==> config.mk <==
export PLATFORM = sky130hd
export DESIGN_NAME = tdc_fifo_arbiter
export DESIGN_NICKNAME = d
export VERILOG_FILES = /design/src/rtl/tdc_fifo_arbiter.sv
export SDC_FILE = /design/constraint.sdc
export NUM_CORES = 1
export LEC_CHECK = 0
export ABC_AREA = 1
export BUFFER_PORTS_ARGS = -buffer_cell sky130_fd_sc_hd__buf_2
export CAP_MARGIN = 20
export CORE_MARGIN = 2
export CORE_UTILIZATION = 41
export DETAILED_ROUTE_END_ITERATION = 10
export PLACE_DENSITY = 0.78
export SYNTH_ARGS = -nofsm -noshare
export SYNTH_HDL_FRONTEND = slang
export SYNTH_SLANG_ARGS = --single-unit
==> constraint.sdc <==
create_clock -name i_clk -period 2 [get_ports i_clk]
set_clock_uncertainty 0.15 [all_clocks]
set_input_delay 0.1 -clock i_clk [delete_from_list [all_inputs] [get_ports i_clk]]
set_output_delay 0.1 -clock i_clk [all_outputs]
set_load 0.03 [all_outputs]
==> src/rtl/tdc_fifo_arbiter.sv <==
// tdc_fifo_arbiter: round-robin arbiter sharing one 32-bit result FIFO between N_CH TDC channels.
// Optional feature macro TDC_ARB_DROP_EN: drop a request that waits DROP_TIMEOUT cycles on a full FIFO.
module tdc_fifo_arbiter #(
  parameter int N_CH         = 4,
  parameter int CH_W         = 2,
  parameter int DROP_TIMEOUT = 1000
) (
  input  logic                 i_clk,
  input  logic                 i_rst,
  input  logic [N_CH-1:0]      i_req_wr_en,
  input  logic [32*N_CH-1:0]   i_req_data,
  output logic [N_CH-1:0]      o_req_done,
  input  logic                 i_fifo_full,
  output logic                 o_fifo_wr_en,
  output logic [31:0]          o_fifo_din,
  output logic [CH_W-1:0]      o_fifo_ch,
  output logic                 o_busy,
  output logic [16*N_CH-1:0]   o_drop_count
);

  typedef enum logic [1:0] {
    ST_ARB   = 2'd0,
    ST_WRITE = 2'd1,
    ST_ACK   = 2'd2
  } state_t;

  function automatic logic [N_CH-1:0] onehot(input logic [CH_W-1:0] idx);
    logic [N_CH-1:0] v;
    v      = '0;
    v[idx] = 1'b1;
    return v;
  endfunction

  state_t            r_state;
  state_t            w_state_nxt;
  logic [N_CH-1:0]   r_armed;
  logic [N_CH-1:0]   w_valid;
  logic [N_CH-1:0]   w_clr;
  logic [CH_W-1:0]   r_rr_ptr;
  logic [CH_W-1:0]   w_win;
  logic [CH_W-1:0]   w_idx;
  logic              w_any;
  logic              w_grant;
  logic              w_drop;
  logic [31:0]       w_words [N_CH];
  logic              r_fifo_wr_en;
  logic [31:0]       r_fifo_din;
  logic [CH_W-1:0]   r_fifo_ch;
  logic [N_CH-1:0]   r_req_done;
  logic              r_busy;

  // Armed gating: a request must be seen low once before it can be served again.
  assign w_valid = i_req_wr_en & r_armed;
  assign w_grant = (r_state == ST_ARB) && w_any && !i_fifo_full;
  assign w_clr   = (w_grant || w_drop) ? onehot(w_win) : '0;

  // Split the flat request bus into per-channel words.
  always_comb begin
    for (int k = 0; k < N_CH; k++) begin
      w_words[k] = i_req_data[32*k +: 32];
    end
  end

  // Round-robin search from rr_ptr, first valid channel wins.
  always_comb begin
    w_win = '0;
    w_any = 1'b0;
    w_idx = '0;
    for (int i = 0; i < N_CH; i++) begin
      w_idx = CH_W'((int'(r_rr_ptr) + i) % N_CH);
      w_win = (!w_any && w_valid[w_idx]) ? w_idx : w_win;
      w_any = w_any | w_valid[w_idx];
    end
  end

  // State register.
  always_ff @(posedge i_clk) begin
    if (i_rst) begin
      r_state <= ST_ARB;
    end else begin
      r_state <= w_state_nxt;
    end
  end

  // Next-state logic.
  always_comb begin
    w_state_nxt = r_state;
    case (r_state)
      ST_ARB: begin
        if (w_grant) begin
          w_state_nxt = ST_WRITE;
        end else if (w_drop) begin
          w_state_nxt = ST_ACK;
        end else begin
          w_state_nxt = ST_ARB;
        end
      end
      ST_WRITE: w_state_nxt = ST_ACK;
      ST_ACK:   w_state_nxt = ST_ARB;
      default:  w_state_nxt = ST_ARB;
    endcase
  end

  // Registered outputs, arming and round-robin pointer.
  always_ff @(posedge i_clk) begin
    if (i_rst) begin
      r_fifo_wr_en <= 1'b0;
      r_fifo_din   <= 32'h0000_0000;
      r_fifo_ch    <= '0;
      r_req_done   <= '0;
      r_busy       <= 1'b0;
      r_armed      <= '0;
      r_rr_ptr     <= '0;
    end else begin
      r_fifo_wr_en <= (w_state_nxt == ST_WRITE);
      r_busy       <= (w_state_nxt != ST_ARB);
      r_armed      <= (r_armed | ~i_req_wr_en) & ~w_clr;
      if (w_grant) begin
        r_fifo_din <= w_words[w_win];
        r_fifo_ch  <= w_win;
      end
      // A dropped request is acknowledged straight from ARB, with no write.
      if (r_state == ST_WRITE) begin
        r_req_done <= onehot(r_fifo_ch);
      end else if (w_drop) begin
        r_req_done <= onehot(w_win);
      end else begin
        r_req_done <= '0;
      end
      if (w_grant || w_drop) begin
        r_rr_ptr <= (w_win == CH_W'(N_CH - 1)) ? '0 : w_win + CH_W'(1);
      end
    end
  end

`ifdef TDC_ARB_DROP_EN
  localparam int WAIT_W = $clog2(DROP_TIMEOUT + 1);

  logic [WAIT_W-1:0]      r_wait_cnt;
  logic [N_CH-1:0][15:0]  r_drop_count;

  assign w_drop = (r_state == ST_ARB) && w_any && i_fifo_full &&
                  (r_wait_cnt == WAIT_W'(DROP_TIMEOUT));

  // Full-FIFO wait counter and saturating per-channel drop counters.
  always_ff @(posedge i_clk) begin
    if (i_rst) begin
      r_wait_cnt   <= '0;
      r_drop_count <= '0;
    end else begin
      if (r_state == ST_ARB) begin
        if (w_grant || w_drop || !w_any) begin
          r_wait_cnt <= '0;
        end else begin
          r_wait_cnt <= r_wait_cnt + WAIT_W'(1);
        end
      end
      if (w_drop && (r_drop_count[w_win] != 16'hFFFF)) begin
        r_drop_count[w_win] <= r_drop_count[w_win] + 16'd1;
      end
    end
  end

  assign o_drop_count = r_drop_count;
`else
  assign w_drop       = 1'b0;
  assign o_drop_count = '0;
`endif

  assign o_fifo_wr_en = r_fifo_wr_en;
  assign o_fifo_din   = r_fifo_din;
  assign o_fifo_ch    = r_fifo_ch;
  assign o_req_done   = r_req_done;
  assign o_busy       = r_busy;

endmodule
==> impl_metrics.sql <==
INSERT INTO impl_metrics (metric_group, metric, value, unit) VALUES
('global_routing', 'maximum_number_of_pins_on_one_net_before_global_route_repair', '41', ''),
('global_routing', 'gr_util_all_layers', '0.1998', ''),
('sta', 'final_max_slew_viol_count', '0', ''),
('power', 'vdd_drop_max', '0.0007174', 'V'),
('logic_synthesis', 'syn_inst', '734', ''),
('flow_run', 'maxCapViolCount', '0', ''),
('cts', 'tritoncts_num_sinks', '48', ''),
('floorplan', 'floorplan.die.width', '105.4', 'um'),
('power', 'power_density', '1765', 'nW/um^2'),
('cts', 'worst_setup_hold_path_clk_slew', '0.10', 'ns'),
('cts', 'cts-htree-levels', '2', ''),
('status', 'failed_checks', 'negative setup slack', ''),
('logic_synthesis', 'synth-seq-area-share', '0.2280', ''),
('global_routing', 'aggregate_global_routing_overflow', '0', ''),
('placement', 'place.detailed.instances', '1028', ''),
('placement', 'place_area', '5079', 'um^2'),
('power', 'total_power', '0.01032', 'W'),
('route', 'residual_drc_count', '0', ''),
('sta', 'final_min_period_over_clock_period', '1.048', ''),
('route', 'wirelength_routed', '13670', 'um'),
('status', 'outcome', 'finished with violations', ''),
('finish', 'design.final.nets', '1060', ''),
('power', 'leakage', '3.666', 'nW'),
('setup_path', 'crit_path_cell_trace', 'buf_12, clkinv_8, nand2_2, nand2_2, nand2_1, nand2_4, nand3_4, nand2_8, nand2_8, inv_2, ha_1, o21ai_1, a21oi_1', ''),
('finish', 'postLayoutCellArea', '5844', 'um^2'),
('sta', 'finalSetupViolations', '38', ''),
('floorplan', 'initial_core_utilization', '0.4156', ''),
('setup_path', 'timing_worst_setup_path_type', 'reg -> reg', ''),
('floorplan', 'overall_die_area', '11100', 'um^2'),
('floorplan', 'row_count', '37', ''),
('placement', 'buffer_ports.inserted', '174', ''),
('logic_synthesis', 'post_synth_num_cell_types', '24', ''),
('logic_synthesis', 'synth_xor_area_frac', '0', ''),
('logic_synthesis', 'synth_top_cell_by_area', 'sky130_fd_sc_hd__dfxtp_1', ''),
('logic_synthesis', 'synth_seq_cells', '48', ''),
('placement', 'pre_cts_slack', '-0.1131', 'ns'),
('route', 'route.detailed.wl_per_inst', '12.90', 'um'),
('logic_synthesis', 'synth_mux_area_frac', '0', ''),
('route', 'pre_antenna_drt_iters', '5', ''),
('route', 'avgViaCountPerCell', '4.533', ''),
('logic_synthesis', 'mappedNetlistArea', '4214', 'um^2'),
('placement', 'finalWeightedCongestion', '0.8084', ''),
('logic_synthesis', 'synth-adder-area-share', '0.005938', ''),
('sta', 'fmax', '477.0', 'MHz'),
('finish', 'syn2layout_area_growth', '38.69', '%'),
('route', 'violation_count_after_the_first_detailed_routing_iteration', '250', ''),
('min_path', 'worst_hold_path.num_cells', '7', ''),
('placement', 'place.detailed.hpwl', '8146', 'um'),
('logic_synthesis', 'synth_area_leaders', 'sky130_fd_sc_hd__dfxtp_1 (23%), sky130_fd_sc_hd__nand3_1 (20%), sky130_fd_sc_hd__inv_1 (16%)', ''),
('setup_path', 'cp_data_required_time', '2.05', 'ns'),
('cts', 'worst_skew_pair.late_latency', '0.31', 'ns'),
('sta', 'post-route-worst-setup-slack', '-0.09664', 'ns'),
('logic_synthesis', 'most_frequent_cell_after_synthesis', 'sky130_fd_sc_hd__inv_1', ''),
('setup_path', 'setup.worst_path.end_class', 'flip-flop', ''),
('sta', 'finalCriticalPeriod', '2.097', 'ns'),
('logic_synthesis', 'synth_simple_gate_area_frac', '0.4026', ''),
('cts', 'clock-root-buffer', 'sky130_fd_sc_hd__clkbuf_8', ''),
('logic_synthesis', 'edff_count_synth', '0', ''),
('finish', 'instances_no_fill', '1060', ''),
('global_routing', 'grt_antenna_before_repair', '0', ''),
('logic_synthesis', 'yosys_synthesis_warning_count', '0', ''),
('global_routing', 'grt_first_pass_wirelength', '18330', 'um'),
('route', 'detail-route-antenna-nets', '0', ''),
('finish', 'layout-drive-gt1-share', '0.2922', ''),
('finish', 'num_antenna_cells', '0', ''),
('floorplan', 'chipHeight', '105.4', 'um'),
('setup_path', 'critPathMaxStageDelay', '0.39', 'ns'),
('logic_synthesis', 'most_common_library_cells_after_synthesis', 'sky130_fd_sc_hd__inv_1 (175), sky130_fd_sc_hd__nand3_1 (170), sky130_fd_sc_hd__nand2_1 (130), sky130_fd_sc_hd__buf_4 (70), sky130_fd_sc_hd__nor2_1 (69)', ''),
('cts', 'cts_buffers', '5', ''),
('floorplan', 'io_pins', '239', ''),
('min_path', 'hold_path.class', 'in -> reg', '');
path summary, 6_finish.rpt:
path	startpoint	end	slack [ns]
worst min-delay path	i_req_data[28]	o_fifo_din[28]	0.02
worst max register to register	r_rr_ptr[0]	r_rr_ptr[1]	-0.1
worst max-delay path	r_rr_ptr[0]	r_rr_ptr[1]	-0.1
worst min register to register	r_state[0]	r_state[1]	0.30
report_power, final:
| group | internal, W | switching (W) |
|---|---|---|
| Combinational | 0.00317 | 0.00479 |
| Sequential | 0.00138 | 0.000273 |
| Clock | 0.000370 | 0.000337 |
| Total | 0.00492 | 0.00540 |
final cells by class:
type	instances	area (um^2)
clock buffer	5	68.82
clock inverter	3	42.54
fill	1017	4294
inverter	179	684.4
multi-input combinational	469	2308
sequential	48	968.4
tap	136	170.2
timing repair buffer	219	1593
timing repair inverter	1	8.758
layer usage:
layer / global-route usage / vias to the layer above / share of wire
li1: - / 2460 / -
met1: 0.2371 / 2081 / 0.40
met2: 0.3631 / 237 / 0.49
met3: 0.03772 / 27 / 0.082
met4: 0.05810 / 0 / 0.028
met5: 0 / - / 0
cell usage in the layout, fill, tap and decap left out, types with 3 or more instances in the layout:
| cell | synthesis | layout |
|---|---|---|
| sky130_fd_sc_hd__clkbuf_8 | 0 | 5 |
| sky130_fd_sc_hd__clkbuf_16 | 0 | 11 |
| sky130_fd_sc_hd__buf_2 | 19 | 174 |
| sky130_fd_sc_hd__o211ai_1 | 3 | 3 |
| sky130_fd_sc_hd__buf_12 | 0 | 12 |
| sky130_fd_sc_hd__nand3_4 | 0 | 4 |
| sky130_fd_sc_hd__dfxtp_1 | 48 | 46 |
| sky130_fd_sc_hd__dlygate4sd3_1 | 0 | 4 |
| sky130_fd_sc_hd__nor3_1 | 6 | 6 |
| sky130_fd_sc_hd__o21ai_1 | 3 | 3 |
| sky130_fd_sc_hd__o21ai_0 | 4 | 3 |
| sky130_fd_sc_hd__nand3_1 | 170 | 163 |
| sky130_fd_sc_hd__inv_2 | 3 | 6 |
| sky130_fd_sc_hd__nand2_1 | 130 | 114 |
| sky130_fd_sc_hd__conb_1 | 1 | 64 |
| sky130_fd_sc_hd__nand2_2 | 3 | 10 |
| sky130_fd_sc_hd__nor2_1 | 69 | 67 |
| sky130_fd_sc_hd__nand2_4 | 0 | 7 |
| sky130_fd_sc_hd__nand3_2 | 3 | 6 |
| sky130_fd_sc_hd__nand2_8 | 0 | 4 |
| sky130_fd_sc_hd__inv_1 | 175 | 172 |
| sky130_fd_sc_hd__a21oi_1 | 5 | 3 |
| sky130_fd_sc_hd__buf_4 | 70 | 15 |
through the flow:
step	TNS [ns]	util	hold slack (ns)
after floorplan	0	-	0.03707
after global placement	-0.1278	0.5009	0.2729
after detailed placement	-1.284	0.5009	0.2785
after CTS	-0.008114	0.5246	0.01600
after global routing	-5.967	0.5765	0.03111
final	-2.170	0.5765	0.01765
critical path, delay by kind of cell (launching register included):
| kind | cells | cell delay (ns) |
|---|---|---|
| buffers and inverters | 3 | 0.25 |
| AND/OR/NAND/NOR | 7 | 0.75 |
| AO/OA/AOI/OAI | 2 | 0.18 |
| flip-flops | 1 | 0.39 |
| adder cells (fa/ha/maj) | 1 | 0.28 |
registers in the layout (all words and copies together), names as in the netlist:
name,flops
o_fifo_din,32
o_req_done,4
r_armed,4
o_fifo_ch,2
r_rr_ptr,2
r_state,2
o_busy,1
o_fifo_wr_en,1
cells by family (layout without fill, tap and decap cells):
kind of cell	count (synthesis)	in the layout
compound gates	17	17
fa+ha+maj	2	2
buf+inv	282	407
flops	48	48
other cells	1	64
simple gates	384	386
timing repair:
item | in CTS | in global routing
hold buffers | 4 | 0
hold endpoints to repair | 7 | 0
pin swaps | 7 | 13
gates cloned | 1 | 16
gates resized for setup | 13 | 45
buffers inserted | 1 | 3
setup endpoints to repair | 37 | 39
Note: power is estimated with default switching activity, not from simulation.
